### src/rtl/keypad_pkg.sv
// Shared types and helpers for the 4x4 hex keypad scanner.
//   kp_state_t  : press-tracking FSM states
//   KEY_LUT     : snapshot bit index (row*4+col) -> hex legend
//   onehot16    : true when exactly one key bit is set
//   idx_to_code : snapshot bit index -> hex legend
package keypad_pkg;

  typedef enum logic [1:0] {
    S_IDLE  = 2'd0,
    S_PRESS = 2'd1,
    S_HELD  = 2'd2
  } kp_state_t;

  // Physical layout, row 0 first, columns left to right:
  //   1 2 3 A / 4 5 6 B / 7 8 9 C / 0 F E D
  localparam logic [3:0] KEY_LUT [16] = '{
    4'h1, 4'h2, 4'h3, 4'hA,
    4'h4, 4'h5, 4'h6, 4'hB,
    4'h7, 4'h8, 4'h9, 4'hC,
    4'h0, 4'hF, 4'hE, 4'hD
  };

  function automatic logic onehot16(input logic [15:0] v);
    return (v != 16'h0) && ((v & (v - 16'h1)) == 16'h0);
  endfunction

  function automatic logic [3:0] idx_to_code(input logic [3:0] idx);
    return KEY_LUT[idx];
  endfunction

endpackage

### src/rtl/kp_sync2.sv
// Two-flop synchroniser for asynchronous keypad row inputs.
//   clk, rst_n : clock, async active-low reset
//   d          : asynchronous input bus
//   q          : synchronised output bus
// Resets to RST_VAL so the idle (pulled-up) level is seen out of reset.
module kp_sync2 #(
  parameter int             W       = 4,
  parameter logic [W-1:0]   RST_VAL = '1
) (
  input  logic         clk,
  input  logic         rst_n,
  input  logic [W-1:0] d,
  output logic [W-1:0] q
);

  logic [W-1:0] meta;

  always_ff @(posedge clk or negedge rst_n) begin
    if (!rst_n) begin
      meta <= RST_VAL;
      q    <= RST_VAL;
    end else begin
      meta <= d;
      q    <= meta;
    end
  end

endmodule

### src/rtl/keypad_scanner.sv
// 4x4 matrix keypad scanner with sweep-level debounce and a single-entry
// valid/ready key output.
//   CLK100MHZ, CPU_RESETN : clock, async active-low reset
//   JA_COL  : column drive, active-low one-hot
//   JA_ROW  : row sense, active-low (pulled up)
//   key_code/key_valid/key_ready : one-deep key holding register
//   key_held : debounced key currently held
//   overflow : sticky, a key was dropped because the register was full
// Optional: define KEYPAD_REPEAT_EN to enable auto-repeat while held.
module keypad_scanner
  import keypad_pkg::*;
#(
  parameter int COL_DWELL_CYCLES   = 100000,
  parameter int DEBOUNCE_SCANS     = 8,
  parameter int REPEAT_DELAY_SCANS = 500,
  parameter int REPEAT_RATE_SCANS  = 100
) (
  input  logic       CLK100MHZ,
  input  logic       CPU_RESETN,
  output logic [3:0] JA_COL,
  input  logic [3:0] JA_ROW,
  output logic [3:0] key_code,
  output logic       key_valid,
  input  logic       key_ready,
  output logic       key_held,
  output logic       overflow
);

  localparam int DW = $clog2(COL_DWELL_CYCLES);
  localparam int SW = $clog2(DEBOUNCE_SCANS + 1);
  localparam logic [DW-1:0] DWELL_LAST = DW'(COL_DWELL_CYCLES - 1);
  localparam logic [SW-1:0] STABLE_MAX = SW'(DEBOUNCE_SCANS);

  if (COL_DWELL_CYCLES < 4 || DEBOUNCE_SCANS < 1 ||
      REPEAT_DELAY_SCANS < 1 || REPEAT_RATE_SCANS < 1) begin : g_param_check
    $error("keypad_scanner: invalid parameter value");
  end

  logic [3:0]    row_sync_n, rows;
  logic [1:0]    col;
  logic [DW-1:0] dwell;
  logic [15:0]   working, working_nxt, last;
  logic [SW-1:0] stable_cnt;
  logic          sample, sweep_end, debounced, push;
  logic [3:0]    last_idx, latched;
  kp_state_t     state;

  kp_sync2 #(.W(4), .RST_VAL(4'hF)) u_row_sync (
    .clk   (CLK100MHZ),
    .rst_n (CPU_RESETN),
    .d     (JA_ROW),
    .q     (row_sync_n)
  );

  assign rows      = ~row_sync_n;
  assign sample    = (dwell == DWELL_LAST);
  assign sweep_end = sample && (col == 2'd3);
  assign debounced = (stable_cnt == STABLE_MAX);
  assign JA_COL    = ~(4'b0001 << col);

  // Working snapshot with the current column's rows merged in, so the
  // sweep-end compare sees the complete sweep in the same cycle.
  always_comb begin
    working_nxt = working;
    for (int r = 0; r < 4; r++) working_nxt[{r[1:0], col}] = rows[r];
  end

  always_ff @(posedge CLK100MHZ or negedge CPU_RESETN) begin
    if (!CPU_RESETN) begin
      dwell      <= '0;
      col        <= '0;
      working    <= '0;
      last       <= '0;
      stable_cnt <= '0;
    end else if (sample) begin
      dwell   <= '0;
      col     <= col + 2'd1;
      working <= working_nxt;
      if (sweep_end) begin
        if (working_nxt == last) begin
          if (!debounced) stable_cnt <= stable_cnt + SW'(1);
        end else begin
          stable_cnt <= SW'(1);
        end
        last <= working_nxt;
      end
    end else begin
      dwell <= dwell + DW'(1);
    end
  end

  // Index of the highest set bit; only meaningful when last is one-hot.
  always_comb begin
    last_idx = 4'd0;
    for (int i = 0; i < 16; i++) if (last[i]) last_idx = i[3:0];
  end

  // Multi-key snapshots never start a press, and once held only a full
  // release re-arms the FSM, so rolling to another key emits nothing.
  always_ff @(posedge CLK100MHZ or negedge CPU_RESETN) begin
    if (!CPU_RESETN) begin
      state    <= S_IDLE;
      latched  <= '0;
      key_held <= 1'b0;
    end else begin
      case (state)
        S_IDLE: if (debounced && onehot16(last)) begin
          latched <= idx_to_code(last_idx);
          state   <= S_PRESS;
        end
        S_PRESS: begin
          state    <= S_HELD;
          key_held <= 1'b1;
        end
        S_HELD: if (debounced && (last == 16'h0)) begin
          state    <= S_IDLE;
          key_held <= 1'b0;
        end
        default: state <= S_IDLE;
      endcase
    end
  end

`ifdef KEYPAD_REPEAT_EN
  localparam int RMAX = (REPEAT_DELAY_SCANS > REPEAT_RATE_SCANS) ?
                        REPEAT_DELAY_SCANS : REPEAT_RATE_SCANS;
  localparam int RW   = $clog2(RMAX + 1);

  logic [RW-1:0] rpt_cnt;
  logic          rpt_armed, rpt_push;

  // Sweep counter held at zero outside S_HELD, so it restarts on entry.
  // The first repeat uses the long delay, later ones the rate.
  always_ff @(posedge CLK100MHZ or negedge CPU_RESETN) begin
    if (!CPU_RESETN) begin
      rpt_cnt   <= '0;
      rpt_armed <= 1'b0;
      rpt_push  <= 1'b0;
    end else begin
      rpt_push <= 1'b0;
      if (state != S_HELD) begin
        rpt_cnt   <= '0;
        rpt_armed <= 1'b0;
      end else if (sweep_end) begin
        if (rpt_cnt + RW'(1) == (rpt_armed ? RW'(REPEAT_RATE_SCANS)
                                           : RW'(REPEAT_DELAY_SCANS))) begin
          rpt_cnt   <= '0;
          rpt_armed <= 1'b1;
          rpt_push  <= 1'b1;
        end else begin
          rpt_cnt <= rpt_cnt + RW'(1);
        end
      end
    end
  end

  assign push = (state == S_PRESS) || (rpt_push && state == S_HELD);
`else
  assign push = (state == S_PRESS);
`endif

  // One-deep holding register: a push into a full, unconsumed entry is
  // dropped; a push coinciding with a handshake replaces the entry.
  always_ff @(posedge CLK100MHZ or negedge CPU_RESETN) begin
    if (!CPU_RESETN) begin
      key_code  <= '0;
      key_valid <= 1'b0;
      overflow  <= 1'b0;
    end else if (push) begin
      if (!key_valid || key_ready) begin
        key_code  <= latched;
        key_valid <= 1'b1;
      end else begin
        overflow <= 1'b1;
      end
    end else if (key_valid && key_ready) begin
      key_valid <= 1'b0;
    end
  end

endmodule

### config.mk
export PLATFORM = sky130hd
export DESIGN_NAME = keypad_scanner
export DESIGN_NICKNAME = d
export VERILOG_FILES = /design/src/rtl/keypad_pkg.sv /design/src/rtl/kp_sync2.sv /design/src/rtl/keypad_scanner.sv
export SDC_FILE = /design/constraint.sdc
export NUM_CORES = 1
export LEC_CHECK = 0
export BUFFER_PORTS_ARGS = -buffer_cell sky130_fd_sc_hd__buf_2
export CAP_MARGIN = 25
export CORE_ASPECT_RATIO = 1.75
export CORE_MARGIN = 4
export CORE_UTILIZATION = 64
export CTS_BUF_LIST = sky130_fd_sc_hd__clkbuf_4 sky130_fd_sc_hd__clkbuf_8
export DETAILED_ROUTE_END_ITERATION = 6
export PLACE_DENSITY = 0.81
export SLEW_MARGIN = 20
export SYNTH_ARGS = -nofsm -noshare
export SYNTH_HDL_FRONTEND = slang
export SYNTH_SLANG_ARGS = --single-unit
### constraint.sdc
create_clock -name CLK100MHZ -period 6.32 [get_ports CLK100MHZ]
set_clock_uncertainty 0.15 [all_clocks]
set_input_delay 0.632 -clock CLK100MHZ [delete_from_list [all_inputs] [get_ports CLK100MHZ]]
set_output_delay 0.632 -clock CLK100MHZ [all_outputs]
set_load 0.03 [all_outputs]
==> results.toml <==
[setup_path]
path_class = "register to register"
cp-start-kind = "register"
endpoint = "stable_cnt[0]$_DFFE_PN0P_"
critPathRequiredTime_ns = 6.42
rr_endpoint = "stable_cnt[0]$_DFFE_PN0P_"
endpoint_kind = "register"
r2r_start = "col[0]$_DFFE_PN0N_"
crit_path_start = "col[0]$_DFFE_PN0N_"
r2r.worst_path.cells = 7
worstPathMaxFanout = 11
arrival_ns = 3.14
r2r_slack_ns = 3.28

[synth]
synth-compound-area-share = 0.139
synth_fa_ha_area_frac = 0.0337
synth_edf_count = 0
syn_area_per_cell_um2 = 9.54
synthSimpleGateAreaFrac = 0.252
syn-cell-area_um2 = 4080
async_reset_ff_frac = 1.00
synth_ff_type = "dfrtp_1"
ys_seq_area_frac = 0.468
ys_seq_elements = 76
synthMuxAreaShare = 0.0334
synthesis.nets = 446
synth_cells = 428
synthXorXnorAreaFrac = 0.0343
synth_top_family_by_area = "simple AND/OR/NAND/NOR gates"
ys_warn_count = 0
ys_types = 56

[timing]
finalHoldViolCount = 0
maxSlewHeadroom = 0.381
post-route-period-util = 0.481
maxSlewViolCount = 0
fin_crit_ns = 3.04
fmax_mhz = 329
worst-slew-pin-transition_ns = 0.929
rsz0062_at_grt = "false"
finalHoldWorstSlack_ns = 0.207
setup_viol = 0
tns_ns = 0

[clock_network]
clk_pin_slew_worst_paths_ns = 0.08
cts_sinks = 76
cts_buffer_depth = 2
cts-buffers-inserted = 9
clk_latency_ns = 0.37
postCtsSetupBuffers = 0
hold_buffers = 0
clockRootBuffer = "clkbuf_8"
cts_tree = "done"
cts_resized = 0
h-tree-depth = 3

[drt]
wl_per_cell_um = 16.3
dr.pass1.iters = 4
via_count = 3121
drt_wl_total_um = 8560
ant_nets = 0
drcViolationCount = 0
initialDrtViolationCount = 251
vias_per_cell = 5.94

[grt]
grt_pass1_wl_um = 14300
gr-total-overflow = 0
grt_max_degree = 77
grt_antenna_before_repair = 0
grtUsageTotal = 0.251
grt_pass1_vias = 3140

[die]
io_pins = 18
row_count = 38
core_area_um2 = 6180
dieArea_um2 = 7770
start_util = 0.660
die_width_um = 68.4
die_h_um = 114

[power]
p_leak_nw = 2.01
peakVddDrop_mv = 0.185
power.total_mw = 0.971
p_per_area_nw_per_um2 = 218

[place]
dp_hpwl_um = 6320
port_buffers = 17
globalplace.congestion = 0.824

[min_path]
worst_hold_path_type = "register to register"

[status]
status = "finished, final reports clean"

[finish]
mostFrequentLayoutCells = "dfrtp_1, nand2_1, o21ai_0, nor2_1, nor2b_1"
syn2layout_area_growth_pct = 9.32
finish.net_count = 458
mostFrequentLayoutCell = "dfrtp_1"
multiInputGateArea_um2 = 2020
seq_area_um2 = 1910
fillers = 448
diodes = 0
drive_gt1_frac = 0.146

[job]
cap_violations = 0
## where the power goes
group          total (mW)  switching, mW  internal [mW]
clock network       0.461          0.181          0.279
registers           0.494        0.00358          0.491
logic              0.0156         0.0120        0.00362
## cell usage after synthesis (all sizes together) (3+ instances only)
cell type,instances,share of area
nand2,43,0.040
dfrtp,68,0.42
nand4b,4,0.0086
xor2,7,0.015
a21oi,20,0.027
o21bai,4,0.0074
nand2b,15,0.023
or3,10,0.018
o21ai,39,0.048
o21a,3,0.0055
ha,11,0.034
inv,19,0.017
mux2,9,0.029
nor2b,24,0.037
or4,3,0.0074
dfstp,8,0.052
nor2,29,0.027
a211oi,3,0.0055
o22ai,3,0.0046
nand3,11,0.013
buf,4,0.0080
o211ai,6,0.014
xnor2,9,0.019
clkbuf,14,0.013
nor4,9,0.017
nor3,12,0.015
nand4,5,0.0077
and3,4,0.0061
and2,6,0.0092
## final cells by class
cell class	instances	area share
clock buffers	11	0.0325
clock inverters	5	0.0241
inverters	19	0.0160
multi-input cells	315	0.453
flip-flops and latches	76	0.428
well taps	80	0.0224
repair buffers	19	0.0238
## worst max-delay path, cell delays in order, from the launching register on
cell and delay (ns):
dfrtp_1 0.40, ha_1 0.31, nand2b_1 0.19, and3_1 0.17
or4_1 0.50, nor4_1 0.62, nand4b_1 0.25, mux2_2 0.32
## routing by layer
metal	vias up	track usage	part of all wire
li1	1525	-	-
met1	1502	0.246	0.37
met2	58	0.454	0.56
met3	36	0.0463	0.025
met4	0	0.163	0.051
met5	-	0	0
## through the flow
stage	cell area [µm²]	setup WS (ns)	utilization	std cells
2_1_floorplan	4080	3.58	-	428
3_3_place_gp	4200	3.39	0.679	508
3_5_place_dp	4200	3.30	0.679	508
4_1_cts	4450	3.28	0.720	524
5_1_grt	4460	3.09	0.722	525
6_report	4460	3.28	0.722	525
## worst min-delay path by stage
stage          cells past startpoint                          from                           end  slack, ns
2_1_floorplan                      0                    CPU_RESETN            col[0]$_DFFE_PN0N_       0.19
3_3_place_gp                       0  u_row_sync.meta[3]$_DFF_PN1_     u_row_sync.q[3]$_DFF_PN1_       0.20
3_5_place_dp                       0  u_row_sync.meta[2]$_DFF_PN1_     u_row_sync.q[2]$_DFF_PN1_       0.20
4_1_cts                            1                     JA_ROW[3]  u_row_sync.meta[3]$_DFF_PN1_       0.19
5_1_grt                            1                     JA_ROW[3]  u_row_sync.meta[3]$_DFF_PN1_       0.19
6_report                           0  u_row_sync.meta[2]$_DFF_PN1_     u_row_sync.q[2]$_DFF_PN1_       0.21
## cell families (layout without fill, tap and decap cells)
| logic type | after synthesis | in the layout |
|---|---|---|
| muxes | 11 | 11 |
| buffers and inverters | 37 | 54 |
| DFF | 76 | 76 |
| and+or+nand+nor | 186 | 186 |
| adders and majority gates | 11 | 11 |
| xor gates and xnor gates | 16 | 16 |
| AOI/OAI and AO/OA | 91 | 91 |
## state kept, by name (all words and copies together), names as in the netlist
name             flops
latched              4
key_code             4
working             16
col                  2
u_row_sync.meta      4
key_valid            1
state                2
stable_cnt           4
u_row_sync.q         4
key_held             1
last                16
dwell               17
overflow             1
(Power assumes the default switching activity.)
